==> src/rtl/aes_round_ctrl_pkg.sv <==
`default_nettype none
// +--------------------------------------------------------------------+
// | aes_ctrl_pkg : shared state encoding and defaults for aes_round_ctrl |
// | Rev 1.0                                                            |
// +--------------------------------------------------------------------+
package aes_ctrl_pkg;

  typedef enum logic [2:0] {
    IDLE  = 3'd0,
    KEXP  = 3'd1,
    LOAD  = 3'd2,
    ARK0  = 3'd3,
    RND   = 3'd4,
    FINAL = 3'd5,
    DONE  = 3'd6
  } state_t;

  localparam int NR_DEF = 10;
  localparam int NK_DEF = 11;
  localparam int CW_DEF = 4;

endpackage
`default_nettype wire

==> src/rtl/aes_round_ctrl_if.sv <==
`default_nettype none
// +--------------------------------------------------------------------+
// | aes_round_ctrl_if : start/key handshakes and round-control outputs |
// | Rev 1.0                                                            |
// +--------------------------------------------------------------------+
interface aes_round_ctrl_if #(
  parameter int CW = 4
);

  logic          key_start;
  logic          kexp_valid;
  logic          start;
  logic          rk_we;
  logic [CW-1:0] rk_wsel;
  logic [CW-1:0] rk_rsel;
  logic          load_pt;
  logic          sb_en;
  logic          sr_en;
  logic          mc_en;
  logic          ark_en;
  logic [CW-1:0] round;
  logic          keys_valid;
  logic          busy;
  logic          key_done;
  logic          done;
  logic          start_err;

  modport master (
    output key_start, kexp_valid, start,
    input  rk_we, rk_wsel, rk_rsel, load_pt, sb_en, sr_en, mc_en, ark_en,
           round, keys_valid, busy, key_done, done, start_err
  );

  modport slave (
    input  key_start, kexp_valid, start,
    output rk_we, rk_wsel, rk_rsel, load_pt, sb_en, sr_en, mc_en, ark_en,
           round, keys_valid, busy, key_done, done, start_err
  );

endinterface
`default_nettype wire

==> src/rtl/aes_round_ctrl_round_cnt.sv <==
`default_nettype none
// +--------------------------------------------------------------------+
// | round_cnt : CW-bit counter, sync clear over enable, tc at limit    |
// | Rev 1.0                                                            |
// +--------------------------------------------------------------------+
module round_cnt #(
  parameter int CW = 4
) (
  input  wire logic          clk,
  input  wire logic          rst,
  input  wire logic          clr_i,
  input  wire logic          en_i,
  input  wire logic [CW-1:0] limit_i,
  output logic      [CW-1:0] cnt_o,
  output logic               tc_o
);

  logic [CW-1:0] cnt_q;
  logic [CW-1:0] cnt_d;

  always_comb begin
    cnt_d = cnt_q;
    if (clr_i) begin
      cnt_d = '0;
    end else if (en_i) begin
      cnt_d = cnt_q + CW'(1);
    end
  end

  always_ff @(posedge clk or posedge rst) begin
    if (rst) begin
      cnt_q <= '0;
    end else begin
      cnt_q <= cnt_d;
    end
  end

  assign cnt_o = cnt_q;
  assign tc_o  = (cnt_q == limit_i);

endmodule
`default_nettype wire

==> src/rtl/aes_round_ctrl.sv <==
`default_nettype none
// +--------------------------------------------------------------------+
// | aes_round_ctrl : round-key store writer and round datapath sequencer|
// | Rev 1.0                                                            |
// +--------------------------------------------------------------------+
module aes_round_ctrl
  import aes_ctrl_pkg::*;
#(
  parameter int NR = NR_DEF,
  parameter int CW = CW_DEF
) (
  input wire logic        clk,
  input wire logic        rst,
  aes_round_ctrl_if.slave ctrl
);

  localparam logic [CW-1:0] C_NR    = CW'(NR);
  localparam logic [CW-1:0] C_NR_M1 = CW'(NR - 1);

  state_t        state_q, state_d;
  logic          rk_we_q, rk_we_d;
  logic [CW-1:0] rk_wsel_q, rk_wsel_d;
  logic          keys_valid_q, keys_valid_d;
  logic          last_wr_q, last_wr_d;
  logic          key_done_q, key_done_d;
  logic          start_err_q, start_err_d;

  logic          kcnt_clr, kcnt_en, kcnt_tc;
  logic [CW-1:0] kcnt;
  logic          rnd_clr, rnd_en, rnd_tc;
  logic [CW-1:0] rnd_cnt;
  logic          in_rounds;

  round_cnt #(.CW(CW)) u_kcnt (
    .clk     (clk),
    .rst     (rst),
    .clr_i   (kcnt_clr),
    .en_i    (kcnt_en),
    .limit_i (C_NR),
    .cnt_o   (kcnt),
    .tc_o    (kcnt_tc)
  );

  round_cnt #(.CW(CW)) u_rnd_cnt (
    .clk     (clk),
    .rst     (rst),
    .clr_i   (rnd_clr),
    .en_i    (rnd_en),
    .limit_i (C_NR_M1),
    .cnt_o   (rnd_cnt),
    .tc_o    (rnd_tc)
  );

  always_comb begin
    state_d      = state_q;
    rk_we_d      = 1'b0;
    rk_wsel_d    = '0;
    keys_valid_d = keys_valid_q;
    last_wr_d    = 1'b0;
    key_done_d   = last_wr_q;
    start_err_d  = 1'b0;
    kcnt_clr     = 1'b0;
    kcnt_en      = 1'b0;
    rnd_clr      = 1'b0;
    rnd_en       = 1'b0;

    // keys_valid/key_done trail the final store write by one cycle
    if (last_wr_q) begin
      keys_valid_d = 1'b1;
    end

    unique case (state_q)
      IDLE: begin
        if (ctrl.key_start) begin
          state_d      = KEXP;
          kcnt_clr     = 1'b1;
          keys_valid_d = 1'b0;
          key_done_d   = 1'b0;
        end else if (ctrl.start) begin
          if (keys_valid_q) begin
            state_d = LOAD;
          end else begin
            start_err_d = 1'b1;
          end
        end
      end
      KEXP: begin
        if (ctrl.kexp_valid) begin
          rk_we_d   = 1'b1;
          rk_wsel_d = kcnt;
          kcnt_en   = 1'b1;
          if (kcnt_tc) begin
            state_d   = IDLE;
            last_wr_d = 1'b1;
            kcnt_clr  = 1'b1;
          end
        end
      end
      LOAD: begin
        state_d = ARK0;
      end
      ARK0: begin
        rnd_en  = 1'b1;
        state_d = (NR > 1) ? RND : FINAL;
      end
      RND: begin
        rnd_en = 1'b1;
        if (rnd_tc) begin
          state_d = FINAL;
        end
      end
      FINAL: begin
        state_d = DONE;
      end
      DONE: begin
        rnd_clr = 1'b1;
        state_d = IDLE;
      end
      default: begin
        state_d = IDLE;
      end
    endcase
  end

  always_ff @(posedge clk or posedge rst) begin
    if (rst) begin
      state_q      <= IDLE;
      rk_we_q      <= 1'b0;
      rk_wsel_q    <= '0;
      keys_valid_q <= 1'b0;
      last_wr_q    <= 1'b0;
      key_done_q   <= 1'b0;
      start_err_q  <= 1'b0;
    end else begin
      state_q      <= state_d;
      rk_we_q      <= rk_we_d;
      rk_wsel_q    <= rk_wsel_d;
      keys_valid_q <= keys_valid_d;
      last_wr_q    <= last_wr_d;
      key_done_q   <= key_done_d;
      start_err_q  <= start_err_d;
    end
  end

  // The round counter already equals the key index in ARK0, RND and FINAL
  assign in_rounds = (state_q == ARK0) || (state_q == RND) || (state_q == FINAL);

  assign ctrl.rk_we      = rk_we_q;
  assign ctrl.rk_wsel    = rk_wsel_q;
  assign ctrl.rk_rsel    = in_rounds ? rnd_cnt : '0;
  assign ctrl.load_pt    = (state_q == LOAD);
  assign ctrl.sb_en      = (state_q == RND) || (state_q == FINAL);
  assign ctrl.sr_en      = (state_q == RND) || (state_q == FINAL);
  assign ctrl.mc_en      = (state_q == RND);
  assign ctrl.ark_en     = in_rounds;
  assign ctrl.round      = rnd_cnt;
  assign ctrl.keys_valid = keys_valid_q;
  assign ctrl.busy       = (state_q != IDLE);
  assign ctrl.key_done   = key_done_q;
  assign ctrl.done       = (state_q == DONE);
  assign ctrl.start_err  = start_err_q;

endmodule
`default_nettype wire
==> src/flat_wrapper.sv <==
// flat-port wrapper written by rule: the top's interface ports become plain ports
module aes_round_ctrl_flat import aes_ctrl_pkg::*;
#(
  parameter int NR = NR_DEF,
  parameter int CW = CW_DEF
)
  (clk, rst, ctrl_key_start, ctrl_kexp_valid, ctrl_start, ctrl_rk_we, ctrl_rk_wsel, ctrl_rk_rsel, ctrl_load_pt, ctrl_sb_en, ctrl_sr_en, ctrl_mc_en, ctrl_ark_en, ctrl_round, ctrl_keys_valid, ctrl_busy, ctrl_key_done, ctrl_done, ctrl_start_err);
  aes_round_ctrl_if #(.CW(CW)) ctrl_i ();
  input wire logic clk;
  input wire logic rst;
  input wire logic [$bits(ctrl_i.key_start)-1:0] ctrl_key_start;
  input wire logic [$bits(ctrl_i.kexp_valid)-1:0] ctrl_kexp_valid;
  input wire logic [$bits(ctrl_i.start)-1:0] ctrl_start;
  output wire logic [$bits(ctrl_i.rk_we)-1:0] ctrl_rk_we;
  output wire logic [$bits(ctrl_i.rk_wsel)-1:0] ctrl_rk_wsel;
  output wire logic [$bits(ctrl_i.rk_rsel)-1:0] ctrl_rk_rsel;
  output wire logic [$bits(ctrl_i.load_pt)-1:0] ctrl_load_pt;
  output wire logic [$bits(ctrl_i.sb_en)-1:0] ctrl_sb_en;
  output wire logic [$bits(ctrl_i.sr_en)-1:0] ctrl_sr_en;
  output wire logic [$bits(ctrl_i.mc_en)-1:0] ctrl_mc_en;
  output wire logic [$bits(ctrl_i.ark_en)-1:0] ctrl_ark_en;
  output wire logic [$bits(ctrl_i.round)-1:0] ctrl_round;
  output wire logic [$bits(ctrl_i.keys_valid)-1:0] ctrl_keys_valid;
  output wire logic [$bits(ctrl_i.busy)-1:0] ctrl_busy;
  output wire logic [$bits(ctrl_i.key_done)-1:0] ctrl_key_done;
  output wire logic [$bits(ctrl_i.done)-1:0] ctrl_done;
  output wire logic [$bits(ctrl_i.start_err)-1:0] ctrl_start_err;
  assign ctrl_i.key_start = ctrl_key_start;
  assign ctrl_i.kexp_valid = ctrl_kexp_valid;
  assign ctrl_i.start = ctrl_start;
  assign ctrl_rk_we = ctrl_i.rk_we;
  assign ctrl_rk_wsel = ctrl_i.rk_wsel;
  assign ctrl_rk_rsel = ctrl_i.rk_rsel;
  assign ctrl_load_pt = ctrl_i.load_pt;
  assign ctrl_sb_en = ctrl_i.sb_en;
  assign ctrl_sr_en = ctrl_i.sr_en;
  assign ctrl_mc_en = ctrl_i.mc_en;
  assign ctrl_ark_en = ctrl_i.ark_en;
  assign ctrl_round = ctrl_i.round;
  assign ctrl_keys_valid = ctrl_i.keys_valid;
  assign ctrl_busy = ctrl_i.busy;
  assign ctrl_key_done = ctrl_i.key_done;
  assign ctrl_done = ctrl_i.done;
  assign ctrl_start_err = ctrl_i.start_err;
  aes_round_ctrl #(.NR(NR), .CW(CW)) u_core (.clk(clk), .rst(rst), .ctrl(ctrl_i));
endmodule
==> config.mk <==
export PLATFORM = sky130hd
export DESIGN_NAME = aes_round_ctrl_flat
export DESIGN_NICKNAME = d
export VERILOG_FILES = /design/src/rtl/aes_round_ctrl_pkg.sv /design/src/rtl/aes_round_ctrl_if.sv /design/src/rtl/aes_round_ctrl_round_cnt.sv /design/src/rtl/aes_round_ctrl.sv /design/src/flat_wrapper.sv
export SDC_FILE = /design/constraint.sdc
export NUM_CORES = 1
export LEC_CHECK = 0
export BUFFER_PORTS_ARGS = -buffer_cell sky130_fd_sc_hd__buf_2
export CORE_MARGIN = 1
export CORE_UTILIZATION = 43
export DETAILED_ROUTE_END_ITERATION = 10
export MAX_ROUTING_LAYER = met4
export PLACE_DENSITY = 0.67
export REMOVE_ABC_BUFFERS = 1
export SKIP_LAST_GASP = 1
export SLEW_MARGIN = 20
export SYNTH_ARGS = -nofsm -noshare
export SYNTH_HDL_FRONTEND = slang
export SYNTH_HIERARCHICAL = 1
export SYNTH_SLANG_ARGS = --single-unit
==> constraint.sdc <==
create_clock -name clk -period 4.7 [get_ports clk]
set_clock_uncertainty 0.2 [all_clocks]
set_input_delay 0.705 -clock clk [delete_from_list [all_inputs] [get_ports clk]]
set_output_delay 0.705 -clock clk [all_outputs]
set_load 0.03 [all_outputs]
==> results of run 1 <==
-- final timing paths --
check / start / end / slack, ns / cells after the start
setup / recovery: u_core/state_q[1] / ctrl_rk_rsel[3] / 2.25 / 4
hold / removal: rst / u_core/u_rnd_cnt/cnt_o[0] / 0.08 / 2
setup reg to reg: u_core/state_q[1] / u_core/u_rnd_cnt/cnt_o[3] / 2.52 / 4
hold reg to reg: u_core/last_wr_q / u_core/ctrl.keys_valid / 0.31 / 1
max in group asynchronous: rst / u_core/ctrl.start_err / 3.77 / 2
min in group clk: u_core/last_wr_q / u_core/ctrl.keys_valid / 0.31 / 1
-- cell type report --
type                            instances  area share, %
Clock inverter                          1           2.38
Inverter                                6           1.79
Sequential cell                        20           39.7
Tap cell                               28           2.78
Clock buffer                            3           1.79
Multi-Input combinational cell         74           40.9
Timing Repair Buffer                   27           10.7
-- report_power, final --
part | internal [mW] | switching [mW]
registers | 0.217 | 0.0675
logic | 0.138 | 0.233
clock network | 0.0862 | 0.0540
-- metrics by stage --
stage               total power [mW]  util, %  cells  hold slack, ns  setup slack, ns
CTS                            0.803     56.5    159          0.0674             2.25
finish                         0.795     56.5    159          0.0769             2.25
floorplan                      0.560        -    100           0.251             2.73
global route                   0.854     56.5    159          0.0666             2.11
detailed placement             0.661     54.1    155           0.286             2.50
global placement               0.651     54.1    155           0.272             2.56
-- sequential cells by signal, summed over array words and instances, names as in the netlist --
name / cells
u_core/last_wr_q: 1
u_core/ctrl.key_done: 1
u_core/ctrl.start_err: 1
u_core/ctrl.rk_wsel: 4
u_core/u_rnd_cnt/cnt_o: 4
u_core/u_kcnt/cnt_o: 4
u_core/ctrl.rk_we: 1
u_core/state_q: 3
u_core/ctrl.keys_valid: 1
-- critical path: cells and delay by family, from the launching register on --
kind / cells / cell delay [ns]
flip-flops: 1 / 0.50
AND/OR/NAND/NOR: 3 / 0.58
buffers and inverters: 1 / 0.17
-- logic make-up (layout without fill, tap and decap cells) --
kind of cell | after synthesis | in the layout | synth area share (%)
other | 2 | 8 | 0.726
AND/OR/NAND/NOR | 39 | 39 | 23.7
AO/OA/AOI/OAI | 11 | 11 | 7.50
XOR/XNOR | 10 | 10 | 8.46
adder cells (fa/ha/maj) | 2 | 2 | 2.42
buffers and inverters | 8 | 37 | 3.99
flip-flops | 20 | 20 | 48.4
multiplexers | 4 | 4 | 4.84
-- routing by layer --
layer	track usage, %	share of wire [%]	vias up
met2	27.9	48	18
li1	-	-	383
met4	9.72	2.1	0
met3	3.87	3.6	5
met1	20.6	46	376
met5	-	0	-
-- cells in the mapped netlist (all sizes together) --
cell type	number	area share, %
nor4b	1	1.5
nor4	2	1.2
dfrtp	20	48
and3b	1	0.85
o21a	1	0.73
inv	6	2.2
ha	2	2.4
conb	2	0.73
nor2	8	2.9
a21bo	2	1.9
mux2	2	2.9
xnor2	2	1.7
or3	1	1.1
nand2	4	1.5
a31oi	1	0.60
or2	1	0.85
and2	11	6.9
o21ai	2	0.97
nand4	2	1.2
xor2	8	6.8
nor2b	2	1.2
a21oi	2	0.97
nand2b	2	1.2
buf	2	1.8
mux2i	2	1.9
o311ai	1	0.85
and4bb	1	1.2
nand3b	3	2.2
o31ai	1	0.73
a211oi	1	0.73
==> flow_results.xml, run 1 <==
<?xml version="1.0" encoding="UTF-8"?>
<metrics>
  <group name="route">
    <metric name="routed_via_density" unit="">4.92</metric>
    <metric name="detailroute.via_count" unit="">782</metric>
    <metric name="postRouteAntennaNets" unit="">0</metric>
    <metric name="post-route-drc-count" unit="">0</metric>
    <metric name="finalWirelength" unit="mm">1.92</metric>
    <metric name="dr.first_iter.drc_count" unit="">8</metric>
    <metric name="drtPass1Iterations" unit="">4</metric>
    <metric name="routed_wire_length_per_instance" unit="um">12.1</metric>
  </group>
  <group name="sta">
    <metric name="setup_tns" unit="ns">0</metric>
    <metric name="finalMaxSlewViolations" unit="">0</metric>
    <metric name="worst_slew_pin_slew" unit="ns">0.698</metric>
    <metric name="timing.final.crit_period" unit="ns">2.45</metric>
    <metric name="final_hold_viol_count" unit="">0</metric>
    <metric name="slew_margin_rel" unit="%">52.9</metric>
    <metric name="min_period_over_period" unit="%">52.1</metric>
    <metric name="max_freq" unit="MHz">408</metric>
    <metric name="rsz_0062_raised_after_global_routing" unit="">false</metric>
    <metric name="setup_viol" unit="">0</metric>
  </group>
  <group name="global_route">
    <metric name="globalRouteOverflowTotal" unit="">0</metric>
    <metric name="globalRouteTotalUtil" unit="%">17.6</metric>
    <metric name="largest_net_degree_at_the_start_of_global_routing" unit="">13</metric>
    <metric name="antenna_violations_before_repair" unit="">0</metric>
    <metric name="global_route_wire_length_before_repair" unit="mm">3.21</metric>
    <metric name="via_count_of_the_first_global_routing_pass" unit="">759</metric>
  </group>
  <group name="die">
    <metric name="floorplan.die.width" unit="um">51.1</metric>
    <metric name="die_y" unit="um">51.1</metric>
    <metric name="fp.dieArea" unit="sq mm">0.00261</metric>
    <metric name="floorplan.rows" unit="">17</metric>
    <metric name="start_util" unit="%">46.3</metric>
    <metric name="placeableCoreArea" unit="sq mm">0.00223</metric>
    <metric name="io-pin-count" unit="">28</metric>
  </group>
  <group name="pwr">
    <metric name="vdd.ir_drop.worst" unit="mV">0.383</metric>
    <metric name="power_per_cell_area" unit="mW/mm^2">631</metric>
    <metric name="p_leak" unit="nW">0.699</metric>
  </group>
  <group name="final_layout">
    <metric name="num-fill-cells" unit="">208</metric>
    <metric name="layout_commonest_cell" unit="">buf_2</metric>
    <metric name="num_antenna_cells" unit="">0</metric>
    <metric name="finalInstanceArea" unit="sq mm">0.00126</metric>
    <metric name="mostFrequentLayoutCells" unit="">27 x buf_2, 20 x dfrtp_1, 10 x and2_1</metric>
    <metric name="area_growth" unit="%">21.9</metric>
    <metric name="drive_above_1_share" unit="%">30.5</metric>
    <metric name="multi_input_area" unit="sq um">515</metric>
    <metric name="regArea" unit="sq um">500</metric>
    <metric name="layout.nets" unit="">139</metric>
  </group>
  <group name="cts">
    <metric name="clkSinkCount" unit="">20</metric>
    <metric name="cts_max_level" unit="">1</metric>
    <metric name="clockBufferDepth" unit="">2</metric>
    <metric name="post_cts_hold_buffer_count" unit="">0</metric>
    <metric name="ctsResizeCount" unit="">0</metric>
    <metric name="cts-root-buf" unit="">clkbuf_4</metric>
    <metric name="tritoncts.num_buffers" unit="">3</metric>
    <metric name="path_clk_slew" unit="ns">0.11</metric>
    <metric name="insertion_delay" unit="ns">0.30</metric>
    <metric name="tritoncts" unit="">yes</metric>
    <metric name="post_cts.repair.setup_buffers" unit="">0</metric>
  </group>
  <group name="worst_hold_path">
    <metric name="worstHoldPathType" unit="">in2async</metric>
  </group>
  <group name="place">
    <metric name="placement.io_buffers" unit="">27</metric>
    <metric name="gp_congestion" unit="">0.850</metric>
    <metric name="placedInstanceArea" unit="sq mm">0.00121</metric>
    <metric name="dp.final_hpwl" unit="mm">1.45</metric>
  </group>
  <group name="logic_synthesis">
    <metric name="ys_ff_latch" unit="">20</metric>
    <metric name="synthesis.area" unit="sq mm">0.00103</metric>
    <metric name="average_footprint_of_a_synthesized_cell" unit="sq um">10.8</metric>
    <metric name="postSynthCellCount" unit="">96</metric>
    <metric name="yosysWarnings" unit="">6</metric>
    <metric name="synth_sequential_area_ratio" unit="%">48.4</metric>
    <metric name="cell_variety_after_synth" unit="">32</metric>
  </group>
  <group name="worst_setup_path">
    <metric name="critical_path.max_stage_delay" unit="ns">0.50</metric>
    <metric name="timing.critical_path.arrival" unit="ns">1.54</metric>
    <metric name="cp-start-kind" unit="">flop</metric>
    <metric name="cp_slowest_cell" unit="">dfrtp_1</metric>
    <metric name="critPathMaxFanout" unit="">9</metric>
    <metric name="worst-endpoint-required" unit="ns">3.80</metric>
    <metric name="critPathKind" unit="">reg2out</metric>
    <metric name="cp-end-kind" unit="">primary output</metric>
    <metric name="worstPathCellList" unit="">nand2b_1, nand2_1, and2_1, buf_2</metric>
  </group>
  <group name="flow_run">
    <metric name="max-cap-violations" unit="">0</metric>
  </group>
  <group name="outcome">
    <metric name="status" unit="">complete, no violations</metric>
  </group>
</metrics>
Power figures use the tool's default switching activity.
==> run 2, diff against run 1 <==
==> constraint.sdc (replaced) <==
create_clock -name clk -period 2.5 [get_ports clk]
set_clock_uncertainty 0.2 [all_clocks]
set_input_delay 0.375 -clock clk [delete_from_list [all_inputs] [get_ports clk]]
set_output_delay 0.375 -clock clk [all_outputs]
set_load 0.03 [all_outputs]
==> run 2 against run 1 <==
  * Global-route usage is 0.60 points higher
  * Register-to-register slack lost 2.0 ns
  * Critical path type unchanged
  * Worst setup slack worse by 1.9 ns
  * Die area unchanged
  * Worst hold slack lost 0.017 ns
  * Highest routed layer unchanged
  * Largest cell class unchanged
  * Clock-buffer cell count unchanged
  * Cell area increased by 1.4%
  * Final cell count up 1.3%
  * Sequential cell count did not move
  * Via count grew 0.51%
  * Routed wire length grew 0.78%
==> flow_results.xml, run 2 (same netlist as run 1, synthesis figures left out) <==
<?xml version="1.0" encoding="UTF-8"?>
<metrics>
  <group name="outcome">
    <metric name="status" unit="">complete, no violations</metric>
  </group>
  <group name="sta">
    <metric name="rsz_0062_raised_after_global_routing" unit="">false</metric>
    <metric name="finalMaxSlewViolations" unit="">0</metric>
    <metric name="hold_slack" unit="ns">0.0599</metric>
    <metric name="timing.final.crit_period" unit="ns">2.12</metric>
    <metric name="setup_viol" unit="">0</metric>
    <metric name="setup_tns" unit="ns">0</metric>
    <metric name="final_hold_viol_count" unit="">0</metric>
    <metric name="max_freq" unit="MHz">472</metric>
    <metric name="min_period_over_period" unit="%">84.8</metric>
  </group>
  <group name="route">
    <metric name="post-route-drc-count" unit="">0</metric>
    <metric name="routed_wire_length_per_instance" unit="um">12.0</metric>
    <metric name="dr.first_iter.drc_count" unit="">6</metric>
    <metric name="drtPass1Iterations" unit="">4</metric>
    <metric name="detailroute.via_count" unit="">786</metric>
    <metric name="postRouteAntennaNets" unit="">0</metric>
    <metric name="routed_via_density" unit="">4.88</metric>
    <metric name="finalWirelength" unit="mm">1.94</metric>
  </group>
  <group name="pwr">
    <metric name="pwr-share-comb" unit="%">47.4</metric>
    <metric name="power_per_cell_area" unit="mW/mm^2">1180</metric>
    <metric name="p_leak" unit="nW">0.709</metric>
    <metric name="internal_power" unit="mW">0.840</metric>
    <metric name="seqPwrFrac" unit="%">35.2</metric>
    <metric name="net-switching-power" unit="mW">0.672</metric>
    <metric name="vdd.ir_drop.worst" unit="mV">0.745</metric>
    <metric name="power_switching_share" unit="%">44.4</metric>
    <metric name="pwr-share-clk" unit="%">17.4</metric>
  </group>
  <group name="worst_setup_path">
    <metric name="reg2regPathDepth" unit="">6</metric>
    <metric name="cp_slowest_cell" unit="">dfrtp_1</metric>
    <metric name="critPathKind" unit="">reg2out</metric>
    <metric name="critPathMaxFanout" unit="">9</metric>
    <metric name="cp-start-kind" unit="">flop</metric>
    <metric name="timing.critical_path.max_delay_family" unit="">simple AND/OR/NAND/NOR gates</metric>
    <metric name="rr_startpoint" unit="">u_core/u_kcnt/cnt_o[0]</metric>
    <metric name="setup.reg_to_reg.worst_slack" unit="ns">0.49</metric>
    <metric name="cp-end-kind" unit="">primary output</metric>
    <metric name="timing.critical_path.arrival" unit="ns">1.54</metric>
    <metric name="cp.buffers_inverters" unit="">1</metric>
    <metric name="worstReg2RegEnd" unit="">u_core/u_kcnt/cnt_o[3]</metric>
    <metric name="timing.critical_path.from" unit="">u_core/state_q[1]</metric>
    <metric name="critical_path.max_stage_delay" unit="ns">0.49</metric>
    <metric name="worst-endpoint-required" unit="ns">1.92</metric>
    <metric name="worstPathCellList" unit="">nand2b_1, nand2_1, and2_1, buf_2</metric>
  </group>
  <group name="cts">
    <metric name="post_cts_hold_buffer_count" unit="">1</metric>
    <metric name="cts-root-buf" unit="">clkbuf_4</metric>
    <metric name="tritoncts.num_buffers" unit="">3</metric>
    <metric name="clkSinkCount" unit="">20</metric>
    <metric name="clockBufferDepth" unit="">2</metric>
    <metric name="post_cts.repair.setup_buffers" unit="">0</metric>
    <metric name="tritoncts" unit="">yes</metric>
    <metric name="insertion_delay" unit="ns">0.30</metric>
    <metric name="cts_max_level" unit="">1</metric>
    <metric name="ctsResizeCount" unit="">0</metric>
    <metric name="path_clk_slew" unit="ns">0.12</metric>
  </group>
  <group name="final_layout">
    <metric name="mostFrequentLayoutCells" unit="">27 x buf_2, 20 x dfrtp_1, 10 x and2_1</metric>
    <metric name="area_growth" unit="%">23.6</metric>
    <metric name="layout.nets" unit="">141</metric>
    <metric name="num_antenna_cells" unit="">0</metric>
    <metric name="stdcell_count" unit="">161</metric>
    <metric name="layout_commonest_cell" unit="">buf_2</metric>
    <metric name="drive_above_1_share" unit="%">30.8</metric>
  </group>
  <group name="place">
    <metric name="placed_cells" unit="">156</metric>
    <metric name="gp_congestion" unit="">0.824</metric>
    <metric name="dp.final_hpwl" unit="mm">1.47</metric>
    <metric name="placement.io_buffers" unit="">27</metric>
  </group>
  <group name="die">
    <metric name="floorplan.rows" unit="">17</metric>
    <metric name="io-pin-count" unit="">28</metric>
    <metric name="placeableCoreArea" unit="sq mm">0.00223</metric>
    <metric name="fp.dieArea" unit="sq mm">0.00261</metric>
    <metric name="floorplan.die.width" unit="um">51.1</metric>
    <metric name="die_y" unit="um">51.1</metric>
    <metric name="start_util" unit="%">46.3</metric>
  </group>
  <group name="worst_hold_path">
    <metric name="whs_endpoint" unit="">u_core/ctrl.start_err</metric>
    <metric name="hold_depth" unit="">2</metric>
    <metric name="hold_crit_start" unit="">ctrl_key_start</metric>
    <metric name="worstHoldPathType" unit="">in2reg</metric>
  </group>
  <group name="flow_run">
    <metric name="max-cap-violations" unit="">0</metric>
  </group>
  <group name="global_route">
    <metric name="via_count_of_the_first_global_routing_pass" unit="">762</metric>
    <metric name="globalRouteOverflowTotal" unit="">0</metric>
    <metric name="globalRouteTotalUtil" unit="%">18.2</metric>
    <metric name="global_route_wire_length_before_repair" unit="mm">3.39</metric>
    <metric name="antenna_violations_before_repair" unit="">0</metric>
    <metric name="largest_net_degree_at_the_start_of_global_routing" unit="">13</metric>
  </group>
</metrics>
-- run 2: cell types whose count changed in the layout (fill, tap and decap cells not counted), sizes merged --
cell,previous run,this run
buf,27,28
dlygate4sd3,0,1
-- run 2: metrics by stage --
step	util (%)	power [mW]	cell area, sq um	setup slack [ns]
final	57.3	1.51	1280	0.381
after global routing	57.3	1.62	1280	0.232
after CTS	57.3	1.53	1280	0.376
after global placement	54.5	1.23	1220	0.591
after floorplan	-	1.05	1040	0.607
after detailed placement	54.5	1.25	1220	0.504
-- run 2: metal layers --
metal / part of all wire, % / GRT usage [%]
met5: 0 / -
met4: 1.5 / 8.33
met3: 3.7 / 3.57
met2: 46 / 28.5
met1: 49 / 22.5
-- run 2: worst reg2reg max path, cell delays in order (launching register included) --
cell and delay [ns]:
dfrtp_1 0.45, xor2_1 0.18, nor4_1 0.37, and2_1 0.19, nand2b_1 0.20, nor2_1 0.06
mux2_4 0.26
-- run 2: layout make-up --
cell class / count / area (sq um)
clock inverter: 1 / 30.0
clock buffer: 3 / 22.5
tap: 28 / 35.0
multi-input combinational: 74 / 515
timing repair buffer: 29 / 153
inverter: 6 / 22.5
fill: 210 / 955
sequential: 20 / 500
-- run 2: how the worst max path moves through the flow --
stage,end,slack (ns),cells after the start
3_5_place_dp,u_core/u_kcnt/cnt_o[3],0.50,6
3_3_place_gp,u_core/u_kcnt/cnt_o[3],0.59,6
5_1_grt,ctrl_rk_rsel[0],0.23,4
6_report,ctrl_rk_rsel[2],0.38,4
4_1_cts,ctrl_rk_rsel[2],0.38,4
2_1_floorplan,u_core/u_rnd_cnt/cnt_o[3],0.61,4
-- run 2: power by group through the flow --
stage | Clock, mW | Sequential, mW | Combinational [mW]
6_report | 0.264 | 0.532 | 0.716
3_5_place_dp | 0 | 0.536 | 0.717
2_1_floorplan | 0 | 0.603 | 0.449
5_1_grt | 0.287 | 0.552 | 0.784
3_3_place_gp | 0 | 0.531 | 0.703
4_1_cts | 0.273 | 0.530 | 0.722
==> run 3, diff against run 2 <==
==> constraint.sdc (replaced) <==
create_clock -name clk -period 2 [get_ports clk]
set_clock_uncertainty 0.2 [all_clocks]
set_input_delay 0.3 -clock clk [delete_from_list [all_inputs] [get_ports clk]]
set_output_delay 0.3 -clock clk [all_outputs]
set_load 0.03 [all_outputs]
==> run 3 against run 2 <==
  * The flow now finishes with violations (negative setup slack)
  * Largest power group unchanged
  * Sequential cell count stayed put
  * Clock power is 25% higher
  * Critical path depth is 1 higher
  * Critical path type unchanged
  * Non-clock buffer count up 6
  * Register-to-register slack worse by 0.37 ns
  * Routed wire length increased by 8.4%
  * Core utilization grew 4.1 points
  * Via count increased by 1.9%
==> flow_results.xml, run 3 (same netlist as run 1, synthesis figures left out) <==
<?xml version="1.0" encoding="UTF-8"?>
<metrics>
  <group name="outcome">
    <metric name="status" unit="">finished, violations left</metric>
    <metric name="violations_in_the_final_reports" unit="">negative setup slack</metric>
  </group>
  <group name="worst_setup_path">
    <metric name="cp-start-kind" unit="">flop</metric>
    <metric name="worst-endpoint-required" unit="ns">1.50</metric>
    <metric name="critPathKind" unit="">reg2out</metric>
    <metric name="rr_startpoint" unit="">u_core/u_kcnt/cnt_o[0]</metric>
    <metric name="timing.critical_path.from" unit="">u_core/state_q[2]</metric>
    <metric name="cp-end-kind" unit="">primary output</metric>
    <metric name="timing.critical_path.arrival" unit="ns">1.52</metric>
    <metric name="critPathMaxFanout" unit="">7</metric>
  </group>
  <group name="final_layout">
    <metric name="layout.nets" unit="">147</metric>
    <metric name="num_antenna_cells" unit="">0</metric>
    <metric name="layout_commonest_cell" unit="">buf_2</metric>
    <metric name="drive_above_1_share" unit="%">38.1</metric>
    <metric name="final_core_utilization" unit="%">61.3</metric>
    <metric name="finalInstanceArea" unit="sq mm">0.00137</metric>
    <metric name="num-fill-cells" unit="">206</metric>
    <metric name="area_growth" unit="%">32.4</metric>
    <metric name="stdcell_count" unit="">167</metric>
    <metric name="mostFrequentLayoutCells" unit="">23 x buf_2, 19 x dfrtp_1</metric>
  </group>
  <group name="sta">
    <metric name="final_hold_viol_count" unit="">0</metric>
    <metric name="rsz_0062_raised_after_global_routing" unit="">true</metric>
    <metric name="post-route-worst-setup-slack" unit="ns">-0.0156</metric>
    <metric name="max_freq" unit="MHz">496</metric>
    <metric name="min_period_over_period" unit="%">101</metric>
    <metric name="setup_viol" unit="">1</metric>
    <metric name="finalMaxSlewViolations" unit="">0</metric>
    <metric name="timing.final.crit_period" unit="ns">2.02</metric>
  </group>
  <group name="worst_hold_path">
    <metric name="worstHoldPathType" unit="">in2reg</metric>
    <metric name="hold_crit_start" unit="">ctrl_start</metric>
  </group>
  <group name="cts">
    <metric name="tritoncts" unit="">yes</metric>
    <metric name="clockBufferDepth" unit="">2</metric>
    <metric name="cts-root-buf" unit="">clkbuf_4</metric>
    <metric name="tritoncts.num_buffers" unit="">3</metric>
    <metric name="path_clk_slew" unit="ns">0.11</metric>
    <metric name="clkSinkCount" unit="">20</metric>
    <metric name="insertion_delay" unit="ns">0.30</metric>
    <metric name="cts_max_level" unit="">1</metric>
  </group>
  <group name="pwr">
    <metric name="power_per_cell_area" unit="mW/mm^2">1480</metric>
    <metric name="net-switching-power" unit="mW">0.879</metric>
    <metric name="power_switching_share" unit="%">43.3</metric>
    <metric name="vdd.ir_drop.worst" unit="mV">0.972</metric>
    <metric name="pwr-share-comb" unit="%">52.5</metric>
    <metric name="design_power_total" unit="mW">2.03</metric>
    <metric name="pwr-share-clk" unit="%">16.2</metric>
    <metric name="seqPwrFrac" unit="%">31.3</metric>
    <metric name="p_leak" unit="nW">0.743</metric>
    <metric name="internal_power" unit="mW">1.15</metric>
  </group>
  <group name="place">
    <metric name="placed_cells" unit="">160</metric>
    <metric name="dp.final_hpwl" unit="mm">1.50</metric>
    <metric name="place_ws" unit="ns">0.0659</metric>
    <metric name="placement.io_buffers" unit="">27</metric>
    <metric name="gp_congestion" unit="">0.818</metric>
    <metric name="placedInstanceArea" unit="sq mm">0.00125</metric>
  </group>
  <group name="global_route">
    <metric name="global_route_wire_length_before_repair" unit="mm">3.19</metric>
    <metric name="globalRouteOverflowTotal" unit="">0</metric>
    <metric name="grtUsageMet3" unit="%">2.08</metric>
    <metric name="met2_use_gr" unit="%">27.2</metric>
    <metric name="via_count_of_the_first_global_routing_pass" unit="">721</metric>
    <metric name="grt_busiest_layer" unit="">met2</metric>
    <metric name="largest_net_degree_at_the_start_of_global_routing" unit="">13</metric>
    <metric name="globalRouteMet1Util" unit="%">21.8</metric>
    <metric name="antenna_violations_before_repair" unit="">0</metric>
    <metric name="globalRouteTotalUtil" unit="%">17.4</metric>
  </group>
  <group name="die">
    <metric name="placeableCoreArea" unit="sq mm">0.00223</metric>
    <metric name="fp.dieArea" unit="sq mm">0.00261</metric>
    <metric name="floorplan.die.width" unit="um">51.1</metric>
    <metric name="start_util" unit="%">46.3</metric>
    <metric name="io-pin-count" unit="">28</metric>
    <metric name="floorplan.rows" unit="">17</metric>
    <metric name="die_y" unit="um">51.1</metric>
  </group>
  <group name="route">
    <metric name="finalWirelength" unit="mm">2.10</metric>
    <metric name="dr.first_iter.drc_count" unit="">7</metric>
    <metric name="drtPass1Iterations" unit="">4</metric>
    <metric name="routed_wire_length_per_instance" unit="um">12.6</metric>
    <metric name="post-route-drc-count" unit="">0</metric>
    <metric name="postRouteAntennaNets" unit="">0</metric>
    <metric name="routed_via_density" unit="">4.80</metric>
    <metric name="detailroute.via_count" unit="">801</metric>
  </group>
  <group name="flow_run">
    <metric name="max-cap-violations" unit="">0</metric>
  </group>
</metrics>
## run 3: layout make-up
cell class | instances | area [sq um] | share of cell area [%]
inverters | 6 | 22.5 | 1.64
multi-input cells | 74 | 533 | 38.9
well taps | 28 | 35.0 | 2.56
clock buffers | 3 | 22.5 | 1.64
flip-flops and latches | 20 | 502 | 36.6
clock inverters | 1 | 30.0 | 2.19
repair buffers | 35 | 225 | 16.4
## run 3: layer usage
layer	part of all wire (%)	routed length (um)
met1	47	982
met2	49	1030
met3	3.1	65
met4	0.76	16
met5	0	0
## run 3: what timing repair did
action                                  CTS  global route
hold buffers                              2             0
hold endpoints to repair                 21             0
pin swaps                                 0             1
gates resized for setup                   1            18
endpoints found under the setup margin    4             6
buffers inserted                          0             1
## run 3: per-stage QoR
step	TNS, ns	hold slack [ns]
after floorplan	0	-0.134
final	-0.0156	0.0913
after global routing	-0.278	0.0642
after detailed placement	0	0.0110
after CTS	-0.0529	0.0800
after global placement	0	0.0131
## run 3: final timing paths
check,depth (start not counted),to,slack [ns]
worst min-delay path,2,u_core/ctrl.start_err,0.09
max in group asynchronous,3,u_core/state_q[1],0.89
min in group asynchronous,3,u_core/u_rnd_cnt/cnt_o[1],0.24
worst max register to register,6,u_core/u_kcnt/cnt_o[3],0.12
worst min register to register,1,u_core/ctrl.keys_valid,0.30
worst max-delay path,5,ctrl_rk_rsel[2],-0.02
## run 3: power by group through the flow
stage / Clock, mW / Sequential [mW] / Combinational (mW)
after global placement: 0 / 0.633 / 0.957
final: 0.329 / 0.635 / 1.07
after floorplan: 0 / 0.754 / 0.562
after global routing: 0.356 / 0.652 / 1.15
after CTS: 0.338 / 0.630 / 0.990
after detailed placement: 0 / 0.639 / 0.983
## run 3: worst max-delay path, cell delays in order (launching register included)
cell and delay [ns]:
dfrtp_1 0.41, buf_6 0.14, nand3b_1 0.22, nand2_2 0.15
and2_1 0.15, buf_4 0.16
